==> src/rtl/ppu_sprite_eval_param.sv <==
// Per-scanline sprite evaluator: scans OAM once per line, caches intersecting sprites,
// and presents up to TILE_OUT overlapping sprites per tile column every cycle.
module ppu_sprite_eval_param #(
  parameter int unsigned MAX_LINE_SPRITES = 8,
  parameter int unsigned TILE_OUT         = 2,
  parameter int unsigned OAM_ENTRIES      = 64
) (
  input  logic                  clk,
  input  logic                  rst,
  input  logic                  start,
  input  logic                  tall_mode,
  input  logic [7:0]            cpu_sprite_addr,
  input  logic [8:0]            curr_row,
  input  logic [8:0]            curr_col,
  output logic [7:0]            spram_addr,
  input  logic [7:0]            spram_data_in,
  output logic                  busy,
  output logic                  done,
  output logic                  sprite_overflow,
  output logic [4:0]            hit_count,
  output logic [TILE_OUT-1:0]   out_valid,
  output logic [8*TILE_OUT-1:0] out_tile_num,
  output logic [8*TILE_OUT-1:0] out_row,
  output logic [8*TILE_OUT-1:0] out_col,
  output logic [8*TILE_OUT-1:0] out_attr,
  output logic [TILE_OUT-1:0]   out_is_0,
  output logic [2:0]            dbg_state
);

  // Handshake: start is a one-cycle pulse honoured only in IDLE; busy is high from the
  // cycle after start through the DONE cycle, and done pulses high in that DONE cycle.
  typedef enum logic [2:0] {IDLE = 3'd0, WAIT = 3'd1, CHECK = 3'd2, LOAD = 3'd3, DONE = 3'd4} state_t;

  state_t      state_q;
  logic [7:0]  base_q, addr_q;
  logic        tall_q, busy_q, done_q, overflow_q;
  logic [6:0]  entry_q;
  logic [1:0]  ld_cnt_q;
  logic [4:0]  hit_count_q;

  logic [7:0]  c_y_q    [MAX_LINE_SPRITES];
  logic [7:0]  c_tile_q [MAX_LINE_SPRITES];
  logic [7:0]  c_attr_q [MAX_LINE_SPRITES];
  logic [7:0]  c_x_q    [MAX_LINE_SPRITES];
  logic        c_is0_q  [MAX_LINE_SPRITES];
  logic        c_vld_q  [MAX_LINE_SPRITES];

  logic [TILE_OUT-1:0]   out_valid_q, out_valid_d, out_is0_q, out_is0_d;
  logic [8*TILE_OUT-1:0] out_tile_q, out_tile_d, out_row_q, out_row_d;
  logic [8*TILE_OUT-1:0] out_col_q, out_col_d, out_attr_q, out_attr_d;

  logic [9:0]  row_diff;
  logic        is_hit, cache_full, last_entry;
  logic [7:0]  next_y_addr;

  // 10-bit difference: a Y below curr_row wraps to a large value and fails the height test.
  assign row_diff    = {1'b0, curr_row} - {2'b00, spram_data_in};
  assign is_hit      = (spram_data_in < 8'hEF) && (row_diff < (tall_q ? 10'd16 : 10'd8));
  assign cache_full  = (hit_count_q == 5'(MAX_LINE_SPRITES));
  assign last_entry  = ((entry_q + 7'd1) == 7'(OAM_ENTRIES));
  assign next_y_addr = base_q + {entry_q[5:0] + 6'd1, 2'b00};

  always_ff @(posedge clk or negedge rst) begin
    if (!rst) begin
      state_q     <= IDLE;
      base_q      <= '0;
      addr_q      <= '0;
      tall_q      <= 1'b0;
      busy_q      <= 1'b0;
      done_q      <= 1'b0;
      overflow_q  <= 1'b0;
      entry_q     <= '0;
      ld_cnt_q    <= '0;
      hit_count_q <= '0;
      for (int s = 0; s < MAX_LINE_SPRITES; s++) begin
        c_y_q[s] <= '0; c_tile_q[s] <= '0; c_attr_q[s] <= '0;
        c_x_q[s] <= '0; c_is0_q[s]  <= 1'b0; c_vld_q[s] <= 1'b0;
      end
    end else begin
      done_q <= 1'b0;
      case (state_q)
        IDLE: begin
          if (start) begin
            base_q      <= cpu_sprite_addr;
            addr_q      <= cpu_sprite_addr;
            tall_q      <= tall_mode;
            entry_q     <= '0;
            hit_count_q <= '0;
            overflow_q  <= 1'b0;
            busy_q      <= 1'b1;
            for (int s = 0; s < MAX_LINE_SPRITES; s++) c_vld_q[s] <= 1'b0;
            state_q     <= WAIT;
          end
        end
        WAIT: begin
          // Pre-issue the tile address so a hit can start capturing in its first LOAD cycle.
          addr_q  <= addr_q + 8'd1;
          state_q <= CHECK;
        end
        CHECK: begin
          if (is_hit && cache_full) begin
            overflow_q <= 1'b1;
            done_q     <= 1'b1;
            state_q    <= DONE;
          end else if (is_hit) begin
            for (int s = 0; s < MAX_LINE_SPRITES; s++) begin
              if (5'(s) == hit_count_q) begin
                c_y_q[s]   <= spram_data_in;
                c_is0_q[s] <= (entry_q == 7'd0);
              end
            end
            addr_q   <= addr_q + 8'd1;
            ld_cnt_q <= '0;
            state_q  <= LOAD;
          end else begin
            entry_q <= entry_q + 7'd1;
            if (last_entry) begin
              done_q  <= 1'b1;
              state_q <= DONE;
            end else begin
              addr_q  <= next_y_addr;
              state_q <= WAIT;
            end
          end
        end
        LOAD: begin
          ld_cnt_q <= ld_cnt_q + 2'd1;
          for (int s = 0; s < MAX_LINE_SPRITES; s++) begin
            if (5'(s) == hit_count_q) begin
              case (ld_cnt_q)
                2'd0:    c_tile_q[s] <= spram_data_in;
                2'd1:    c_attr_q[s] <= spram_data_in;
                default: begin
                  c_x_q[s]   <= spram_data_in;
                  c_vld_q[s] <= 1'b1;
                end
              endcase
            end
          end
          if (ld_cnt_q == 2'd0) addr_q <= addr_q + 8'd1;
          if (ld_cnt_q == 2'd2) begin
            hit_count_q <= hit_count_q + 5'd1;
            entry_q     <= entry_q + 7'd1;
            if (last_entry) begin
              done_q  <= 1'b1;
              state_q <= DONE;
            end else begin
              addr_q  <= next_y_addr;
              state_q <= WAIT;
            end
          end
        end
        DONE: begin
          busy_q  <= 1'b0;
          state_q <= IDLE;
        end
        default: state_q <= IDLE;
      endcase
    end
  end

  // Priority fill: the n-th overlapping slot in ascending order lands in channel n.
  always_comb begin
    logic signed [10:0] col_s, x_s;
    int n;
    out_valid_d = '0; out_is0_d  = '0; out_tile_d = '0;
    out_row_d   = '0; out_col_d  = '0; out_attr_d = '0;
    col_s = {{2{curr_col[8]}}, curr_col};
    x_s   = '0;
    n     = 0;
    for (int s = 0; s < MAX_LINE_SPRITES; s++) begin
      x_s = {3'b000, c_x_q[s]};
      if (c_vld_q[s] && (x_s + 11'sd8 > col_s) && (col_s + 11'sd8 > x_s)) begin
        for (int k = 0; k < TILE_OUT; k++) begin
          if (k == n) begin
            out_valid_d[k]       = 1'b1;
            out_is0_d[k]         = c_is0_q[s];
            out_tile_d[8*k +: 8] = c_tile_q[s];
            out_row_d[8*k +: 8]  = c_y_q[s];
            out_col_d[8*k +: 8]  = c_x_q[s];
            out_attr_d[8*k +: 8] = c_attr_q[s];
          end
        end
        n = n + 1;
      end
    end
  end

  always_ff @(posedge clk or negedge rst) begin
    if (!rst) begin
      out_valid_q <= '0; out_is0_q <= '0; out_tile_q <= '0;
      out_row_q   <= '0; out_col_q <= '0; out_attr_q <= '0;
    end else begin
      out_valid_q <= out_valid_d; out_is0_q <= out_is0_d; out_tile_q <= out_tile_d;
      out_row_q   <= out_row_d;   out_col_q <= out_col_d; out_attr_q <= out_attr_d;
    end
  end

  assign spram_addr      = addr_q;
  assign busy            = busy_q;
  assign done            = done_q;
  assign sprite_overflow = overflow_q;
  assign hit_count       = hit_count_q;
  assign out_valid       = out_valid_q;
  assign out_tile_num    = out_tile_q;
  assign out_row         = out_row_q;
  assign out_col         = out_col_q;
  assign out_attr        = out_attr_q;
  assign out_is_0        = out_is0_q;
  assign dbg_state       = state_q;

endmodule

==> config.mk <==
export PLATFORM = sky130hd
export DESIGN_NAME = ppu_sprite_eval_param
export DESIGN_NICKNAME = d
export VERILOG_FILES = /design/src/rtl/ppu_sprite_eval_param.sv
export SDC_FILE = /design/constraint.sdc
export NUM_CORES = 1
export LEC_CHECK = 0
export ABC_CLOCK_PERIOD_IN_PS = 8600
export CAP_MARGIN = 25
export CORE_MARGIN = 4
export CORE_UTILIZATION = 61
export CTS_CLUSTER_SIZE = 24
export DETAILED_ROUTE_END_ITERATION = 10
export GPL_ROUTABILITY_DRIVEN = 0
export MAX_ROUTING_LAYER = met4
export PLACE_DENSITY = 0.81
export REMOVE_ABC_BUFFERS = 1
export SYNTH_ARGS = -nofsm -noshare
export SYNTH_HDL_FRONTEND = slang
export SYNTH_SLANG_ARGS = --single-unit
==> constraint.sdc <==
create_clock -name clk -period 8.6 [get_ports clk]
set_input_delay 1.72 -clock clk [delete_from_list [all_inputs] [get_ports clk]]
set_output_delay 1.72 -clock clk [all_outputs]
set_load 0.01 [all_outputs]
Yosys cells after proc, flatten, opt, wreduce, memory -nomap -nowiden. Cells that the tools add are included.

Flip-flop bits (word level): 377. Input port bits: 38. Logic and storage cells: 414.

Add/sub/neg operators: 22. Magnitude comparators: 18. Equal/unequal tests: 38. Multiplexer cells: 186. Bitwise gates (word level): 2. Reductions and logical operators: 84.

Operator list (count): 8-bit two-way mux (68); 16-bit two-way mux (28); 2-bit by 32-bit == test with 1-bit output, first input constant (7); 32-bit logical NOT (7); 32-bit by 2-bit adder with 32-bit output, second input constant (6); 32-bit two-way mux (6); 10-bit by 9-bit > comparator with 1-bit output (16); 3-bit AND reduction (27); 8-bit by 4-bit adder with 9-bit output, second input constant (8); 4-bit AND reduction (17); 1-bit two-way mux (47); 2-bit two-way mux (16); 8-bit case mux with 4 select lines (1); 2-bit inequality test, second input constant (15); 7-bit two-way mux (4); 7-bit case mux with 3 select lines (1); 3-bit by 5-bit == test with 1-bit output, first input constant (4); 1-bit logical AND (18); 8-bit case mux with 2 select lines (1); 3-bit two-way mux (5); 5-bit two-way mux (3); 3-bit case mux with 4 select lines (1); 9-bit by 5-bit adder with 10-bit output, second input constant (1); 2-bit by 5-bit == test with 1-bit output, first input constant (2); other kinds (32) (41).

Longest topological paths before layout.
Depth after elaboration: 20. Depth in mapped cells: 32.

Worst setup path after synthesis. Ideal clock, no wire load.

Path kind: input to register. Start: in curr_col[3]. End: reg out_attr_q[10], in the netlist out_attr[10]. Data arrival time: 8.097 ns. Required time: 8.475 ns. Slack: 0.378 ns. Cell stages on the path: 31. Cells stage by stage: ha_1 > nand3_1 > xnor2_1 > ha_1 > nand4_1 > nor2_1 > o21ai_0 > nand4_1 > nor3b_1 > inv_1 > ha_1 > and3_1 > buf_2 > nor2_1 > inv_2 > ha_1 > inv_1 > or3_1 > o21ai_2 > ha_1 > inv_1 > mux2i_2 > ha_1 > mux2_2 > ha_1 > and2_1 > a2111oi_4 > nand3b_2 > nor3b_4 > buf_6 > mux2_2.

Cells in the longest elaborated chain, start to end: 19.

RTL lines: from (decl) (line 14) `input logic [8:0] curr_col,`; 9-bit by 5-bit adder with 10-bit output / 10-bit by 9-bit > comparator with 1-bit output (equally long branches) (line 173) `if (c_vld_q[s] && (x_s + 11'sd8 > col_s) && (col_s + 11'sd8 > x_s)) begin`; 10-bit by 9-bit > comparator with 1-bit output / 1-bit logical AND (equally long branches) (line 173); 1-bit logical AND (line 173); 1-bit two-way mux (line 173); 32-bit by 2-bit adder with 32-bit output / 2-bit by 32-bit == test with 1-bit output (equally long branches) (line 184, 175); 32-bit two-way mux / 8-bit two-way mux (equally long branches) (line 173, 175); 32-bit by 2-bit adder with 32-bit output (tied with other cells) (line 184) `n = n + 1;`; 32-bit two-way mux / 8-bit two-way mux (equally long branches) (line 173, 175); [... 4 more ...]; 32-bit by 2-bit adder with 32-bit output (tied with other cells) (line 184); 32-bit two-way mux / 8-bit two-way mux (equally long branches) (line 173, 175); 32-bit by 2-bit adder with 32-bit output (tied with other cells) (line 184); 32-bit two-way mux / 8-bit two-way mux (equally long branches) (line 173, 175); 2-bit by 32-bit == test with 1-bit output / 16-bit two-way mux (equally long branches) (line 175, 173); 8-bit two-way mux (line 175) `if (k == n) begin`; 16-bit two-way mux (*) (line 173); via out_attr_d[10] (line 50) `logic [8*TILE_OUT-1:0] out_col_q, out_col_d, out_attr_q, out_attr_d;`; to (signal assigned) (line 195) `out_row_q <= out_row_d; out_col_q <= out_col_d; out_attr_q <= out_attr_d;`; to (decl) (line 50).

The timed path passes the listed nets; every way through them passes the cells marked *. A chain may end at the register's enable or synchronous reset.

Worst setup path after layout.
Start: in curr_col[3]. End: reg out_attr_q[14], in the netlist out_attr[14].

The elaborated chain is that of the path after synthesis.

==> metrics.yaml <==
fin_crit_ps: 8280
p_leak_nw: 12.6
crit_path_top_delay_cell: "or3_1"
yosys.area.top_type: "dfrtp_1"
synth_mux_area_share_pct: 14.3
synthAdderAreaFrac_pct: 9.09
core.rowCount: 71
ff2ff_setup_slack_ps: 1620
power_density_nw_per_um2: 243
syn_avg_cell_area_um2: 9.79
synth_compound_area_share_pct: 17.3
hold_viol_final: 0
synth_xor_xnor_area_share_pct: 2.48
power.internal_mw: 4.13
r2r-end: "out_attr[14]$_DFF_PN0_"
drtAntennaViolNets: 0
p_seq_share_pct: 37.9
grt_pass1_wl_um: 111000
yosysSeqAreaShare_pct: 40.7
postSynthCellCount: 2369
ir_drop_uv: 185
pin_count: 125
cts_resized: 0
clkTransAtPathRegs_ps: 60
status: "completed"
cts-root-buf: "clkbuf_16"
synth_top_family_by_area: "compound AO/OA/AOI/OAI gates"
swShare_pct: 35.9
layout-drive-gt1-share_pct: 15.5
die_h_um: 203
vias_per_cell: 6.65
synth_area_leaders: "dfrtp_1 41%, mux2_2 10%, ha_1 9.0%"
finalPower_mw: 6.43
hpwlAfterDp_um: 47200
setup_viol: 0
die_w_um: 203
placed_cell_area_um2: 25000
drt_pre_antenna_iters: 7
hp-class: "reg2reg"
htreeDepth: 2
hold_ws_ps: 477
area_delta_synth_final_pct: 14.0
relSlewSlack_pct: 29.0
p_comb_share_pct: 33.7
synthArstFlopShare_pct: 100
yosysWarningCount: 0
crit_top_cell: "ha_1"
maxCapViolCount: 0
crit_path_start_kind: "input pin"
slowest_delay_ps: 570
post_cts_buffers: 0
holdBufCountCts: 0
synth-edff-count: 0
r2r_cells: 29
cp.arrival_ps: 8710
synth_ff_type: "dfrtp_1"
skew_ps: 35.6
fmax_mhz: 121
hp-start: "c_vld_q[7]$_DFFE_PN0P_"
hold_end: "c_vld_q[7]$_DFFE_PN0P_"
crit_type: "in2reg"
hold-path-cell-count: 1
initial_core_util_pct: 61.7
port_buffers: 124
syn-cell-area_um2: 23200
floorplan.die_area_um2: 41200
pwr-share-clk_pct: 28.4
yosys.area_share.simple_pct: 11.2
grt_pass1_vias: 20300
cp-end-kind: "register"
antenna_found_initial: 2
wl_um: 70300
grt_start_max_net_pins: 124
wl_per_cell_um: 23.5
num_vias: 19900
drv_slew: 0
cts_max_path_buffers: 3
drc: 0
final_area_um2: 26500
clock_latency_ps: 570
grt_usage_pct: 34.6
synth_cell_types: 89
cts_buffers: 40
rsz0062_at_grt: "no"
netlist.area_leader.share_pct: 40.7
nFillCells: 2649
drt_iter0_markers: 2071
yosys_register_bits: 377
cts_tree: "done"
critPathMaxFanout: 23
core_area_um2: 37600
period_share_pct: 96.3
layout.nets: 2652
switchingPower_mw: 2.31
utilization_pct: 70.4
crit_required_ps: 9030
reg2reg_from: "c_x_q[51]$_DFFE_PN0P_"
tightest_slew_ps: 1060
cts.sinks: 377
grt_overflow: 0
==> how the worst max path moves through the flow <==
stage,start,end,slack (ps)
floorplan,curr_col[3],out_attr[13]$_DFF_PN0_,-2530
global placement,curr_col[3],out_row[15]$_DFF_PN0_,110
detailed placement,curr_col[3],out_is_0[1]$_DFF_PN0_,-120
CTS,curr_col[3],out_is_0[1]$_DFF_PN0_,430
global route,curr_col[4],out_attr[14]$_DFF_PN0_,90
finish,curr_col[3],out_attr[14]$_DFF_PN0_,320
==> power groups by stage <==
stage	Sequential [mW]	Clock, mW	Combinational [mW]
4_1_cts	2.42	1.84	2.12
5_1_grt	2.47	1.92	2.39
3_5_place_dp	2.45	0	2.10
2_1_floorplan	2.39	0	1.39
6_report	2.44	1.83	2.17
3_3_place_gp	2.43	0	1.98
==> final cells by class <==
cell class	count	area [µm²]	area share (%)
multi-input cells	1712	12700	47.8
flip-flops and latches	377	9430	35.7
repair buffers	191	1860	7.03
clock buffers	60	1190	4.49
well taps	511	639	2.42
inverters	124	465	1.76
clock inverters	14	205	0.776
diodes	2	5.00	0.0189
==> worst max-delay path: cells and delay by family <==
| kind | cells | cell delay [ps] |
|---|---|---|
| multiplexers | 3 | 800 |
| adder cells (fa/ha/maj) | 7 | 1980 |
| AO/OA/AOI/OAI | 5 | 690 |
| AND/OR/NAND/NOR | 8 | 2160 |
| XOR/XNOR | 1 | 190 |
| buffers and inverters | 6 | 1150 |
==> state kept, by name, summed over array words and instances, names as in the netlist, 3 cells and up <==
signal / flops
c_is0_q: 8
out_attr: 16
out_col: 16
hit_count: 5
out_row: 16
out_tile_num: 16
c_tile_q: 64
dbg_state: 3
entry_q: 7
c_x_q: 64
spram_addr: 8
base_q: 8
c_vld_q: 8
c_y_q: 64
c_attr_q: 64
==> synthesized netlist by cell type (all sizes together), types with 3 or more instances <==
library cell	instances
a21boi	5
a32oi	4
a2bb2oi	3
a21oi	57
nand2b	4
o311a	3
a31oi	39
clkbuf	125
ha	167
inv	120
a211oi	12
nand3b	5
a221o	26
a21o	19
xor2	21
mux2	260
xnor2	36
o31ai	6
o22a	10
or3	5
nor2	81
dfrtp	377
o22ai	19
nor4	4
nor2b	17
o41ai	3
and4	5
o211ai	34
nor3	27
nand4	29
nand3	49
nor3b	7
a2111oi	3
buf	31
clkinv	4
o21a	18
nand2	294
mux2i	37
a221oi	45
and3	30
o311ai	3
o21ai	297
==> metal layers <==
metal  vias up  wire [µm]  track usage (%)
met5         -          0                -
met4         0       4170             18.5
met3       327       6300             5.32
met2      1249      33000             55.2
met1      9611      26800             42.9
li1       8700          -                -
==> cell usage in the layout, fill, tap and decap left out, types with 49 or more instances in the layout <==
cell / synthesis / layout
a21oi_1: 56 / 56
buf_4: 3 / 60
clkdlybuf4s50_1: 0 / 123
dfrtp_1: 377 / 377
ha_1: 167 / 167
inv_1: 116 / 116
mux2_1: 49 / 49
mux2_2: 210 / 210
nand2_1: 294 / 294
nor2_1: 78 / 77
o21ai_0: 295 / 295
==> metrics by stage <==
stage / cells / TNS, ps / setup WS (ps)
floorplan: 2213 / -164560 / -2530
global placement: 2911 / 0 / 113
detailed placement: 2912 / -3570 / -122
CTS: 2986 / 0 / 432
global route: 2991 / 0 / 92.9
finish: 2991 / 0 / 319
==> logic make-up (layout without fill, tap and decap cells) <==
logic type | after synthesis | count (layout)
AO/OA/AOI/OAI | 625 | 625
AND/OR/NAND/NOR | 565 | 565
flip-flops | 377 | 377
multiplexers | 297 | 297
buffers and inverters | 280 | 389
adder cells (fa/ha/maj) | 168 | 168
XOR/XNOR | 57 | 57
other | 0 | 2
(Power assumes the default switching activity.)
